[config.mk]
export PLATFORM = sky130hd
export DESIGN_NAME = fpu_txn_pipe_flat
export DESIGN_NICKNAME = d
export VERILOG_FILES = /design/src/rtl/fpu_txn_pkg.sv /design/src/rtl/fpu_txn_if.sv /design/src/rtl/fpu_txn_fifo.sv /design/src/rtl/fpu_txn_pipe.sv /design/src/flat_wrapper.sv
export SDC_FILE = /design/constraint.sdc
export NUM_CORES = 1
export LEC_CHECK = 0
export CAP_MARGIN = 20
export CORE_MARGIN = 8
export CORE_UTILIZATION = 60
export CTS_CLUSTER_SIZE = 14
export DETAILED_ROUTE_END_ITERATION = 12
export DONT_BUFFER_PORTS = 1
export GPL_TIMING_DRIVEN = 0
export PLACE_DENSITY = 0.76
export SETUP_SLACK_MARGIN = 0.05
export SLEW_MARGIN = 20
export SYNTH_ARGS = -nofsm -noshare
export SYNTH_HDL_FRONTEND = slang
export SYNTH_HIERARCHICAL = 1
export SYNTH_SLANG_ARGS = --single-unit
[constraint.sdc]
create_clock -name clk -period 4.8 [get_ports clk]
set_input_delay 0.96 -clock clk [delete_from_list [all_inputs] [get_ports clk]]
set_output_delay 0.96 -clock clk [all_outputs]
set_load 0.01 [all_outputs]
[src/rtl/fpu_txn_pkg.sv]
// Shared types and constants for the FPU transaction wrapper.
// Flag byte order: [7] inf .. [0] div_by_zero.
package fpu_txn_pkg;

  localparam int unsigned FLAG_W           = 8;
  localparam int unsigned FLAG_INF         = 7;
  localparam int unsigned FLAG_SNAN        = 6;
  localparam int unsigned FLAG_QNAN        = 5;
  localparam int unsigned FLAG_INE         = 4;
  localparam int unsigned FLAG_OVERFLOW    = 3;
  localparam int unsigned FLAG_UNDERFLOW   = 2;
  localparam int unsigned FLAG_ZERO        = 1;
  localparam int unsigned FLAG_DIV_BY_ZERO = 0;

  localparam logic [FLAG_W-1:0] EXC_MASK = 8'h1C | 8'h01 | 8'h40;

  localparam int unsigned DEF_WIDTH = 32;
  localparam int unsigned DEF_TAG_W = 4;

  typedef struct packed {
    logic inf;
    logic snan;
    logic qnan;
    logic ine;
    logic overflow;
    logic underflow;
    logic zero;
    logic div_by_zero;
  } fpu_flags_t;

  typedef struct packed {
    logic [DEF_WIDTH-1:0] data;
    fpu_flags_t           flags;
    logic [DEF_TAG_W-1:0] tag;
  } fpu_res_t;

  function automatic logic is_exception(input fpu_flags_t f);
    return |(8'(f) & EXC_MASK);
  endfunction

endpackage

[src/rtl/fpu_txn_if.sv]
// Request/result handshake plus core-side pin bundle of fpu_txn_pipe.
interface fpu_txn_if
  import fpu_txn_pkg::*;
#(
  parameter int unsigned WIDTH = 32,
  parameter int unsigned TAG_W = 4
) ();

  logic             in_valid;
  logic             in_ready;
  logic [1:0]       in_rmode;
  logic [2:0]       in_fpu_op;
  logic [WIDTH-1:0] in_opa;
  logic [WIDTH-1:0] in_opb;
  logic [TAG_W-1:0] in_tag;

  logic [1:0]       fpu_rmode;
  logic [2:0]       fpu_op;
  logic [WIDTH-1:0] fpu_opa;
  logic [WIDTH-1:0] fpu_opb;
  logic [WIDTH-1:0] fpu_out;
  fpu_flags_t       fpu_flags;

  logic             out_valid;
  logic             out_ready;
  logic [WIDTH-1:0] out_data;
  fpu_flags_t       out_flags;
  logic [TAG_W-1:0] out_tag;

  modport slave (
    input  in_valid, in_rmode, in_fpu_op, in_opa, in_opb, in_tag,
    output in_ready,
    output fpu_rmode, fpu_op, fpu_opa, fpu_opb,
    input  fpu_out, fpu_flags,
    output out_valid, out_data, out_flags, out_tag,
    input  out_ready
  );

  modport master (
    output in_valid, in_rmode, in_fpu_op, in_opa, in_opb, in_tag,
    input  in_ready,
    input  fpu_rmode, fpu_op, fpu_opa, fpu_opb,
    output fpu_out, fpu_flags,
    input  out_valid, out_data, out_flags, out_tag,
    output out_ready
  );

endinterface

[src/rtl/fpu_txn_fifo.sv]
// Synchronous FIFO with a registered head entry; any DEPTH >= 2 (pointers wrap modulo DEPTH).
module fpu_txn_fifo #(
  parameter int unsigned DEPTH = 8,
  parameter type         T     = logic [7:0]
) (
  input  logic                         clk,
  input  logic                         rst,
  input  logic                         push,
  input  T                             wdata,
  input  logic                         pop,
  output T                             rdata,
  output logic                         valid,
  output logic [$clog2(DEPTH+1)-1:0]   count,
  output logic                         full,
  output logic                         empty
);

  localparam int unsigned PTR_W = (DEPTH > 1) ? $clog2(DEPTH) : 1;
  localparam int unsigned CNT_W = $clog2(DEPTH + 1);

  T                 mem [DEPTH];
  logic [PTR_W-1:0] wr_ptr;
  logic [PTR_W-1:0] rd_ptr;
  logic [PTR_W-1:0] wr_ptr_nx;
  logic [PTR_W-1:0] rd_ptr_nx;
  logic [CNT_W-1:0] count_nx;

  function automatic logic [PTR_W-1:0] ptr_inc(input logic [PTR_W-1:0] p);
    return (p == PTR_W'(DEPTH - 1)) ? '0 : p + PTR_W'(1);
  endfunction

  always_comb begin
    wr_ptr_nx = push ? ptr_inc(wr_ptr) : wr_ptr;
    rd_ptr_nx = pop  ? ptr_inc(rd_ptr) : rd_ptr;
    count_nx  = count;
    case ({push, pop})
      2'b10:   count_nx = count + CNT_W'(1);
      2'b01:   count_nx = count - CNT_W'(1);
      default: count_nx = count;
    endcase
  end

  always_ff @(posedge clk) begin
    if (push) mem[wr_ptr] <= wdata;
  end

  // Head register: next head bypasses the write when it lands in an empty slot.
  always_ff @(posedge clk) begin
    if (rst) begin
      wr_ptr <= '0;
      rd_ptr <= '0;
      count  <= '0;
      full   <= 1'b0;
      empty  <= 1'b1;
      valid  <= 1'b0;
      rdata  <= '0;
    end else begin
      wr_ptr <= wr_ptr_nx;
      rd_ptr <= rd_ptr_nx;
      count  <= count_nx;
      full   <= (count_nx == CNT_W'(DEPTH));
      empty  <= (count_nx == '0);
      valid  <= (count_nx != '0);
      if (count_nx != '0)
        rdata <= (push && (wr_ptr == rd_ptr_nx)) ? wdata : mem[rd_ptr_nx];
    end
  end

endmodule

[src/rtl/fpu_txn_pipe.sv]
// Valid/ready + tag-tracking wrapper around a fixed-latency, non-stallable FPU core.
// Optional FPU_TXN_PIPE_EXC_COUNT_EN adds a saturating 16-bit exception counter port.
module fpu_txn_pipe
  import fpu_txn_pkg::*;
#(
  parameter int unsigned WIDTH   = 32,
  parameter int unsigned LATENCY = 4,
  parameter int unsigned DEPTH   = 8,
  parameter int unsigned TAG_W   = 4
) (
  input  logic        clk,
  input  logic        rst,
  fpu_txn_if.slave    bus
`ifdef FPU_TXN_PIPE_EXC_COUNT_EN
  ,
  output logic [15:0] exc_count
`endif
);

  localparam int unsigned CNT_W = $clog2(DEPTH + 1);

  typedef struct packed {
    logic [WIDTH-1:0] data;
    fpu_flags_t       flags;
    logic [TAG_W-1:0] tag;
  } res_t;

  logic             accept;
  logic             push;
  logic             pop;
  logic             in_ready_q;
  logic [CNT_W-1:0] used;
  logic [CNT_W-1:0] used_next;
  logic [LATENCY:0] line_valid;
  logic [TAG_W-1:0] line_tag [0:LATENCY];

  res_t             fifo_wdata;
  res_t             fifo_rdata;
  logic             fifo_valid;
  logic [CNT_W-1:0] fifo_count;
  logic             fifo_full;
  logic             fifo_empty;

  assign accept = bus.in_valid && in_ready_q;
  assign push   = line_valid[LATENCY];
  assign pop    = fifo_valid && bus.out_ready;

  assign bus.in_ready = in_ready_q;

  // Core operand registers hold between accepts.
  always_ff @(posedge clk) begin
    if (rst) begin
      bus.fpu_rmode <= '0;
      bus.fpu_op    <= '0;
      bus.fpu_opa   <= '0;
      bus.fpu_opb   <= '0;
    end else if (accept) begin
      bus.fpu_rmode <= bus.in_rmode;
      bus.fpu_op    <= bus.in_fpu_op;
      bus.fpu_opa   <= bus.in_opa;
      bus.fpu_opb   <= bus.in_opb;
    end
  end

  // Valid/tag line mirrors the core pipeline, shifting every cycle.
  always_ff @(posedge clk) begin
    if (rst) line_valid <= '0;
    else     line_valid <= {line_valid[LATENCY-1:0], accept};
  end

  always_ff @(posedge clk) begin
    line_tag[0] <= bus.in_tag;
    for (int unsigned i = 1; i <= LATENCY; i++) line_tag[i] <= line_tag[i-1];
  end

  // Credits in use = in-flight + buffered; a slot is reserved at accept, freed at pop.
  always_comb begin
    used_next = used;
    if (accept) used_next = used_next + CNT_W'(1);
    if (pop)    used_next = used_next - CNT_W'(1);
  end

  always_ff @(posedge clk) begin
    if (rst) begin
      used       <= '0;
      in_ready_q <= 1'b1;
    end else begin
      used       <= used_next;
      in_ready_q <= (used_next < CNT_W'(DEPTH));
    end
  end

  assign fifo_wdata = '{data: bus.fpu_out, flags: bus.fpu_flags, tag: line_tag[LATENCY]};

  fpu_txn_fifo #(
    .DEPTH (DEPTH),
    .T     (res_t)
  ) u_fifo (
    .clk   (clk),
    .rst   (rst),
    .push  (push),
    .wdata (fifo_wdata),
    .pop   (pop),
    .rdata (fifo_rdata),
    .valid (fifo_valid),
    .count (fifo_count),
    .full  (fifo_full),
    .empty (fifo_empty)
  );

  assign bus.out_valid = fifo_valid;
  assign bus.out_data  = fifo_rdata.data;
  assign bus.out_flags = fifo_rdata.flags;
  assign bus.out_tag   = fifo_rdata.tag;

`ifdef FPU_TXN_PIPE_EXC_COUNT_EN
  always_ff @(posedge clk) begin
    if (rst)
      exc_count <= '0;
    else if (push && is_exception(bus.fpu_flags) && (exc_count != 16'hFFFF))
      exc_count <= exc_count + 16'd1;
  end
`endif

  a_no_push_full: assert property (@(posedge clk) disable iff (rst) !(push && fifo_full));
  a_credit_sum:   assert property (@(posedge clk) disable iff (rst)
                    32'(used) == 32'($countones(line_valid)) + 32'(fifo_count));
  a_valid_empty:  assert property (@(posedge clk) disable iff (rst) fifo_valid != fifo_empty);

endmodule
[src/flat_wrapper.sv]
// flat-port wrapper written by rule: the top's interface ports become plain ports
module fpu_txn_pipe_flat import fpu_txn_pkg::*;
#(
  parameter int unsigned WIDTH   = 32,
  parameter int unsigned LATENCY = 4,
  parameter int unsigned DEPTH   = 8,
  parameter int unsigned TAG_W   = 4
)
  (clk, rst, bus_in_valid, bus_in_rmode, bus_in_fpu_op, bus_in_opa, bus_in_opb, bus_in_tag, bus_in_ready, bus_fpu_rmode, bus_fpu_op, bus_fpu_opa, bus_fpu_opb, bus_fpu_out, bus_fpu_flags, bus_out_valid, bus_out_data, bus_out_flags, bus_out_tag, bus_out_ready);
  fpu_txn_if #(.WIDTH(WIDTH), .TAG_W(TAG_W)) bus_i ();
  input  logic clk;
  input  logic rst;
  input wire logic [$bits(bus_i.in_valid)-1:0] bus_in_valid;
  input wire logic [$bits(bus_i.in_rmode)-1:0] bus_in_rmode;
  input wire logic [$bits(bus_i.in_fpu_op)-1:0] bus_in_fpu_op;
  input wire logic [$bits(bus_i.in_opa)-1:0] bus_in_opa;
  input wire logic [$bits(bus_i.in_opb)-1:0] bus_in_opb;
  input wire logic [$bits(bus_i.in_tag)-1:0] bus_in_tag;
  output wire logic [$bits(bus_i.in_ready)-1:0] bus_in_ready;
  output wire logic [$bits(bus_i.fpu_rmode)-1:0] bus_fpu_rmode;
  output wire logic [$bits(bus_i.fpu_op)-1:0] bus_fpu_op;
  output wire logic [$bits(bus_i.fpu_opa)-1:0] bus_fpu_opa;
  output wire logic [$bits(bus_i.fpu_opb)-1:0] bus_fpu_opb;
  input wire logic [$bits(bus_i.fpu_out)-1:0] bus_fpu_out;
  input wire logic [$bits(bus_i.fpu_flags)-1:0] bus_fpu_flags;
  output wire logic [$bits(bus_i.out_valid)-1:0] bus_out_valid;
  output wire logic [$bits(bus_i.out_data)-1:0] bus_out_data;
  output wire logic [$bits(bus_i.out_flags)-1:0] bus_out_flags;
  output wire logic [$bits(bus_i.out_tag)-1:0] bus_out_tag;
  input wire logic [$bits(bus_i.out_ready)-1:0] bus_out_ready;
  assign bus_i.in_valid = bus_in_valid;
  assign bus_i.in_rmode = bus_in_rmode;
  assign bus_i.in_fpu_op = bus_in_fpu_op;
  assign bus_i.in_opa = bus_in_opa;
  assign bus_i.in_opb = bus_in_opb;
  assign bus_i.in_tag = bus_in_tag;
  assign bus_in_ready = bus_i.in_ready;
  assign bus_fpu_rmode = bus_i.fpu_rmode;
  assign bus_fpu_op = bus_i.fpu_op;
  assign bus_fpu_opa = bus_i.fpu_opa;
  assign bus_fpu_opb = bus_i.fpu_opb;
  assign bus_i.fpu_out = bus_fpu_out;
  assign bus_i.fpu_flags = bus_fpu_flags;
  assign bus_out_valid = bus_i.out_valid;
  assign bus_out_data = bus_i.out_data;
  assign bus_out_flags = bus_i.out_flags;
  assign bus_out_tag = bus_i.out_tag;
  assign bus_i.out_ready = bus_out_ready;
  fpu_txn_pipe #(.WIDTH(WIDTH), .LATENCY(LATENCY), .DEPTH(DEPTH), .TAG_W(TAG_W)) u_core (.clk(clk), .rst(rst), .bus(bus_i));
endmodule
### After elaboration in Yosys (flattened, before gate mapping)

Memories as Yosys holds them, arrays and structs flattened. A register that Yosys moved wholly into a read port is not among the register bits.
Index checks and enable logic that the tools add are counted.

* order comparisons: 1
* add/sub/neg operators: 6
* muxes and demuxes: 8
* eq/ne operators: 4
* reduce and logical (&&, ||, !) cells: 3

Operators by type and width (count)
* $mux W3: 3
* $add A4 B1 Y4 const B: 2
* $mux W4: 2
* $pmux W4 S2: 1
* $sub A4 B1 Y4 const B: 2
* $add A3 B1 Y3 const B: 2
* $eq A3 B3 Y1 const B: 2
* $lt A4 B4 Y1 const B: 1
* $reduce_bool A4 Y1: 1
* $eq A2 B1 Y1 const B: 1
* $eq A2 B2 Y1 const B: 1
* $logic_and A1 B1 Y1: 2
* $mux W1: 2

* bits of input ports: 117
* memory bits (writable): 372
* memories kept: 2
* flip-flop bits (word level): 90
* output and inout port bits: 115
* word-level logic and storage cells: 35

Memories
* u_core.u_fifo.mem: words 8, bits a word 44, read ports 1, clocked after Yosys merged registers in 1, write ports 1, line fpu_txn_fifo.sv:21 `T mem [DEPTH];`
* u_core.line_tag: words 5, bits a word 4, read ports 5, clocked after Yosys merged registers in 0, write ports 5, line fpu_txn_pipe.sv:35 `logic [TAG_W-1:0] line_tag [0:LATENCY];`

### Longest topological paths before layout

Gate-level depths: netlist (run 1).

* depth in word-level cells: 5
* depth in mapped cells: 12
* mapped depth without buffers: 11

### Cells and area by module

The synthesis (run 1) kept the hierarchy.

Modules (own cells, without submodules)
* fpu_txn_fifo: area an instance 16067.9 um2, sequential area each 11711.2 um2, times used 1, cells each 1007
* fpu_txn_pipe: area an instance 3186.8 um2, sequential area each 1981.9 um2, times used 1, cells each 363

### Worst setup path before layout (run 1)

No wires, ideal clock.

* kind: register to register
* start: reg u_core.u_fifo.wr_ptr[0]
* end: mem u_core/u_fifo/mem[4][0] (netlist bit) (enable)
* data required time: 4.300 ns
* data arrival time: 3.561 ns
* buffers on the path: 1
* clock period less this slack: 4.061 ns
* path slack: 0.739 ns
* stages on the path, launching flop included: 3
* cells stage by stage: dfxtp_1 > clkbuf_1 > nor3_1

RTL lines
* start: declaration: line fpu_txn_fifo.sv:22 `logic [PTR_W-1:0] wr_ptr;`
* start signal: assignment: line fpu_txn_fifo.sv:58 `wr_ptr <= wr_ptr_nx;`
* end: declaration: line fpu_txn_fifo.sv:21

Straight into the memory's write port.

### Final worst setup path (run 1)

* start: reg u_core.u_fifo.valid
* end: reg u_core/u_fifo/rdata[31] (netlist name)

* word-level cells in the longest chain between the ends: 4
* elaborated cells between the ends (all ways): 6
* classes of those cells: eq/ne: 2; mux: 2; reduce/logical: 2

Ends and longest elaborated chain
* start: declaration: line fpu_txn_fifo.sv:12 `output logic valid,`
* start signal: assignment: line fpu_txn_fifo.sv:63 `valid <= (count_nx != '0);`
* $logic_and A1 B1 Y1 (*): line fpu_txn_pipe.sv:46 `assign pop = fifo_valid && bus.out_ready;`
* via u_core.pop: line fpu_txn_pipe.sv:30 `logic pop;`
* $eq A2 B1 Y1 or $eq A2 B2 Y1 (tied branches): line fpu_txn_fifo.sv:36 `case ({push, pop})`
* $pmux W4 S2: line fpu_txn_fifo.sv:36
* $reduce_bool A4 Y1: line fpu_txn_fifo.sv:64 `if (count_nx != '0)`

Mark *: on every way through the listed nets, which the timed path passes. The rest lies on a longest branch.
A chain may end at the register's enable or synchronous reset.

==> impl_metrics.csv, run 1 <==
group,metric,value,unit
status,status,"completed",
timing,relSlewSlack,37.4,%
job,cap_violations,0,
timing,tightest_slew,935,ps
worst_setup_path,end_kind,"flip-flop",
logic_synthesis,yosysWarnings,6,
power_and_ir_drop,p_total,8.81,mW
drt,dr_total_vias,12194,
drt,drt.antenna.violating_nets,0,
clocking,worstSkewPairLatency,560,ps
die,die_area,38000,µm²
worst_setup_path,cp.arrival,4240,ps
timing,fin_crit_sh,79.0,%
worst_setup_path,startpoint,"u_core/u_fifo/valid",
drt,wirelength,47600,µm
hold_path,hold_path.class,"reg2reg",
placed_design,portBuffers,0,
timing,rsz0062_at_grt,"no",
worst_setup_path,crit_fanout,10,
worst_setup_path,r2r_start,"u_core/u_fifo/valid",
grt,grt_pass1_wl,71600,µm
drt,first_pass_iters,5,
final_layout,fin_nets,1570,
clocking,cts_tree,"yes",
worst_setup_path,critical_path_required,5240,ps
logic_synthesis,syn_inst,1367,
timing,finalSetupViolCount,0,
timing,finalCriticalPeriod,3790,ps
timing,finClkSkew,17.5,ps
grt,grt_usage,24.2,%
clocking,clockBufferDepth,3,
clocking,clkSinkCount,506,
clocking,cts_buffers,50,
power_and_ir_drop,peakVddDrop,0.401,mV
placed_design,dpl.hpwl,31500,µm
worst_setup_path,critical_path_class,"reg2reg",
die,io_pins,232,
power_and_ir_drop,powerDensity,405,nW/µm²
die,die_height,195,µm
die,start_util,60.9,%
final_layout,antenna_cells,0,
logic_synthesis,synthesis.nets,1493,
clocking,clkTransAtPathRegs,60,ps
final_layout,utilization,68.9,%
grt,grt_start_max_net_pins,24,
power_and_ir_drop,p_leak,7.55,nW
clocking,post_cts_resized,0,
clocking,clock-root-buffer,"clkbuf_16",
timing,fmax,264,MHz
timing,slew_violations,0,
clocking,ctsHoldBuffers,0,
drt,drc,0,
drt,drtIter0Drc,1185,
logic_synthesis,netlist_area,19200,µm²
grt,grt_pass1_vias,12185,
timing,hold_viol,0,
grt,antenna_found_initial,0,
placed_design,routabilityCongestion,0.879,
drt,wl_per_cell,25.2,µm
worst_setup_path,start_kind,"flip-flop",
grt,overflow,0,
final_layout,fillers,2055,
hold_path,min_from,"u_core/line_tag[0][7]",
final_layout,synthToLayoutAreaGrowth,13.1,%
die,core,31600,µm²
logic_synthesis,avgSynthCellArea,14.1,µm²
clocking,post-cts-setup-buffer-count,0,
die,rows,65,
final_layout,layout-drive-gt1-share,12.1,%
clocking,cts.htree.levels,2,
drt,routed_via_density,6.47,
die,die_w,195,µm
==> metrics by stage <==
step           cells  setup slack, ps  setup TNS, ps  hold WS [ps]  area, µm²
5_1_grt         1886              679              0           334      21700
4_1_cts         1886             1040              0           327      21700
3_5_place_dp    1794              549              0           313      20200
3_3_place_gp    1769            -2210        -189280           310      19700
2_1_floorplan   1367              739              0           310      19200
6_report        1886             1010              0           328      21700
==> registers in the layout, summed over array words and instances, names as in the netlist <==
signal / cells
u_core/bus.fpu_rmode: 2
u_core/bus.fpu_opa: 32
u_core/u_fifo/rd_ptr: 3
u_core/bus.fpu_op: 3
u_core/used: 4
u_core/bus.in_ready: 1
u_core/line_valid: 5
u_core/u_fifo/count: 4
u_core/line_tag: 20
u_core/u_fifo/valid: 1
u_core/u_fifo/mem: 352
u_core/bus.fpu_opb: 32
u_core/u_fifo/rdata: 44
u_core/u_fifo/wr_ptr: 3
==> routing by layer <==
layer	wire [µm]	part of all wire, %	global-route usage, %	up-vias
met1	17600	37	30.5	6050
li1	-	-	-	5341
met3	5430	11	6.24	85
met2	23500	49	41.1	718
met5	0	0	0	-
met4	1040	2.2	6.96	0
==> where the power goes <==
group	switching [mW]	internal [mW]	total [mW]
Clock	1.58	2.09	3.67
Combinational	0.199	0.120	0.319
Sequential	0.0861	4.73	4.82
==> placed cells by master, fill, tap and decap left out, drive strengths merged, types with 2 or more instances in the layout <==
cell type and n:
clkinvlp 2, edfxtp 352, a211oi 2, ha 9
xor2 6, mux2i 8, o21ai 2, nand4b 3
nand2b 8, dfxtp 154, o211ai 2, clkinv 18
mux4 43, a2bb2oi 43, nor2b 6, a211o 46
inv 6, a21oi 74, nor2 109, xnor2 5
nor3 49, a311oi 43, buf 54, and3 2
nor3b 2, a32o 43, nand2 235, nand3 5
clkbuf 142
==> area by class of cell <==
cell class,instances,area (µm²),share of cell area [%]
sequential,506,13700,62.8
tap,402,503,2.31
timing repair buffer,25,409,1.88
clock buffer,71,1440,6.65
buffer,100,452,2.08
clock inverter,21,110,0.507
multi-input combinational,756,5140,23.6
inverter,5,18.8,0.0864
==> critical path, stage by stage (launching register included) <==
cell and delay (ps):
dfxtp_1 420, nand2_1 160, inv_1 170, buf_4 200
mux2i_4 480, clkbuf_1 510, clkbuf_1 760, mux4_2 420
a211o_1 310, a32o_1 250
==> worst paths after layout <==
kind / to / slack (ps) / cells after the start
setup / recovery: u_core/u_fifo/rdata[31] / 1010 / 9
hold / removal: u_core/line_tag[0][11] / 330 / 0
setup reg to reg: u_core/u_fifo/rdata[31] / 1010 / 9
hold reg to reg: u_core/line_tag[0][11] / 330 / 0
Note: power is estimated with default switching activity, not from simulation.
==> run 2: changes to the inputs <==
- clock period: 4.8 -> 3.9 ns (I/O delays scaled with it)
==> run 2 against run 1 <==
Against the previous run: utilization grew 0.11 points; clock skew grew 2.6 ps; global-route usage is the same; power grew 23%; via count shrank 0.32%; non-clock buffer count grew 3; fmax grew 3.1%; sequential power grew 23%; largest cell class unchanged.
==> impl_metrics.csv, run 2 (synthesized netlist as in run 1, its figures left out) <==
group,metric,value,unit
drt,wl_per_cell,25.2,µm
timing,fmax,272,MHz
die,start_util,60.9,%
clocking,cts.htree.levels,2,
drt,drtIter0Drc,1204,
die,die_w,195,µm
drt,wirelength,47700,µm
final_layout,top_register,"u_core/u_fifo/mem",
placed_design,routabilityCongestion,0.879,
timing,finalSetupViolCount,0,
grt,grt_usage,24.2,%
timing,worst_hold_slack,238,ps
final_layout,antenna_cells,0,
clocking,cts_buffers,50,
final_layout,synthToLayoutAreaGrowth,13.3,%
drt,drc,0,
hold_path,min_path_cells,0,
grt,grt_start_max_net_pins,24,
timing,fin_ws,219,ps
worst_setup_path,crit_fanout,10,
clocking,clkTransAtPathRegs,60,ps
clocking,clock-root-buffer,"clkbuf_16",
timing,hold_viol,0,
drt,routed_via_density,6.43,
die,io_pins,232,
timing,relSlewSlack,40.1,%
power_and_ir_drop,peakVddDrop,0.494,mV
grt,grt_pass1_wl,71600,µm
final_layout,stdcell_count,1889,
grt,overflow,0,
clocking,cts_tree,"yes",
timing,rsz0062_at_grt,"no",
placed_design,dpl.hpwl,31500,µm
drt,first_pass_iters,5,
timing,tightest_slew,873,ps
final_layout,final_cell_mix,"edfxtp_1 (352), nand2_1 (234), dfxtp_1 (154)",
final_layout,reg_top3,"u_core/u_fifo/mem x352, u_core/u_fifo/rdata x44",
worst_setup_path,cp.arrival,4120,ps
power_and_ir_drop,powerDensity,498,nW/µm²
die,die_area,38000,µm²
worst_setup_path,rr_worst_depth,9,
grt,antenna_found_initial,0,
worst_setup_path,end_kind,"flip-flop",
status,status,"completed",
clocking,clockBufferDepth,3,
die,die_height,195,µm
timing,finalSetupTns,0,ps
timing,slew_violations,0,
clocking,clkSinkCount,506,
die,rows,65,
placed_design,portBuffers,0,
final_layout,largest_reg_flops,352,
timing,finClkSkew,20.1,ps
worst_setup_path,critical_path_required,4340,ps
placed_design,dp_slack,-171,ps
die,core,31600,µm²
power_and_ir_drop,p_leak,7.57,nW
timing,finalCriticalPeriod,3680,ps
power_and_ir_drop,p_total,10.8,mW
worst_setup_path,start_kind,"flip-flop",
drt,drt.antenna.violating_nets,0,
drt,dr_total_vias,12155,
final_layout,fin_nets,1573,
final_layout,layout_commonest_cell,"edfxtp_1",
timing,fin_crit_sh,94.4,%
grt,grt_pass1_vias,12185,
job,cap_violations,0,
clocking,worstSkewPairLatency,560,ps
worst_setup_path,critical_path_class,"reg2reg",
hold_path,hold_path.class,"in2reg",
final_layout,layout-drive-gt1-share,12.4,%
placed_design,place_inst,1794,
clocking,ctsHoldBuffers,0,
==> run 2: what timing repair did <==
| action | 4_1_cts | 5_1_grt |
|---|---|---|
| hold endpoints to repair | 0 | 0 |
| endpoints found under the setup margin | 0 | 40 |
| setup buffers | 0 | 3 |
| resized for setup | 0 | 6 |
==> run 2: worst max-delay path, cell delays in order, from the launching register on <==
cell and delay, ps:
dfxtp_1 420, nand2_1 160, inv_1 170, buf_4 200
mux2i_4 480, clkbuf_1 520, clkbuf_1 650, mux4_2 420
a211o_1 320, a32o_1 240
==> run 2: routing by layer <==
metal | GRT usage [%] | part of all wire, % | vias to the layer above
li1 | - | - | 5345
met1 | 30.5 | 37 | 6036
met2 | 41.1 | 50 | 684
met3 | 6.24 | 11 | 90
met4 | 6.96 | 2.2 | 0
met5 | 0 | 0 | -
==> run 2: final timing paths <==
kind | startpoint | endpoint | slack, ps
max | u_core/u_fifo/valid | u_core/u_fifo/rdata[38] | 220
min | bus_in_tag[3] | u_core/line_tag[0][3] | 240
max reg2reg | u_core/u_fifo/valid | u_core/u_fifo/rdata[38] | 220
min reg2reg | u_core/line_tag[0][7] | u_core/line_tag[0][11] | 330
==> run 2: report_power, final <==
| part | internal [mW] | switching [mW] | total, mW | leakage (nW) |
|---|---|---|---|---|
| logic | 0.151 | 0.246 | 0.397 | 2.38 |
| registers | 5.83 | 0.106 | 5.93 | 4.43 |
| clock network | 2.58 | 1.94 | 4.52 | 0.763 |
| total | 8.55 | 2.29 | 10.8 | 7.57 |
==> run 2: layout make-up <==
cell class,instances,area (µm²)
Fill cell,2049,9790
Timing Repair Buffer,28,432
Multi-Input combinational cell,756,5150
Buffer,100,453
Clock inverter,21,110
Inverter,5,18.8
Clock buffer,71,1440
Tap cell,402,503
Sequential cell,506,13700
==> run 2: per-stage QoR <==
stage / util [%] / cell area (µm²)
5_1_grt: 69.0 / 21800
4_1_cts: 68.9 / 21700
2_1_floorplan: - / 19200
6_report: 69.0 / 21800
3_5_place_dp: 63.9 / 20200
3_3_place_gp: 62.5 / 19700
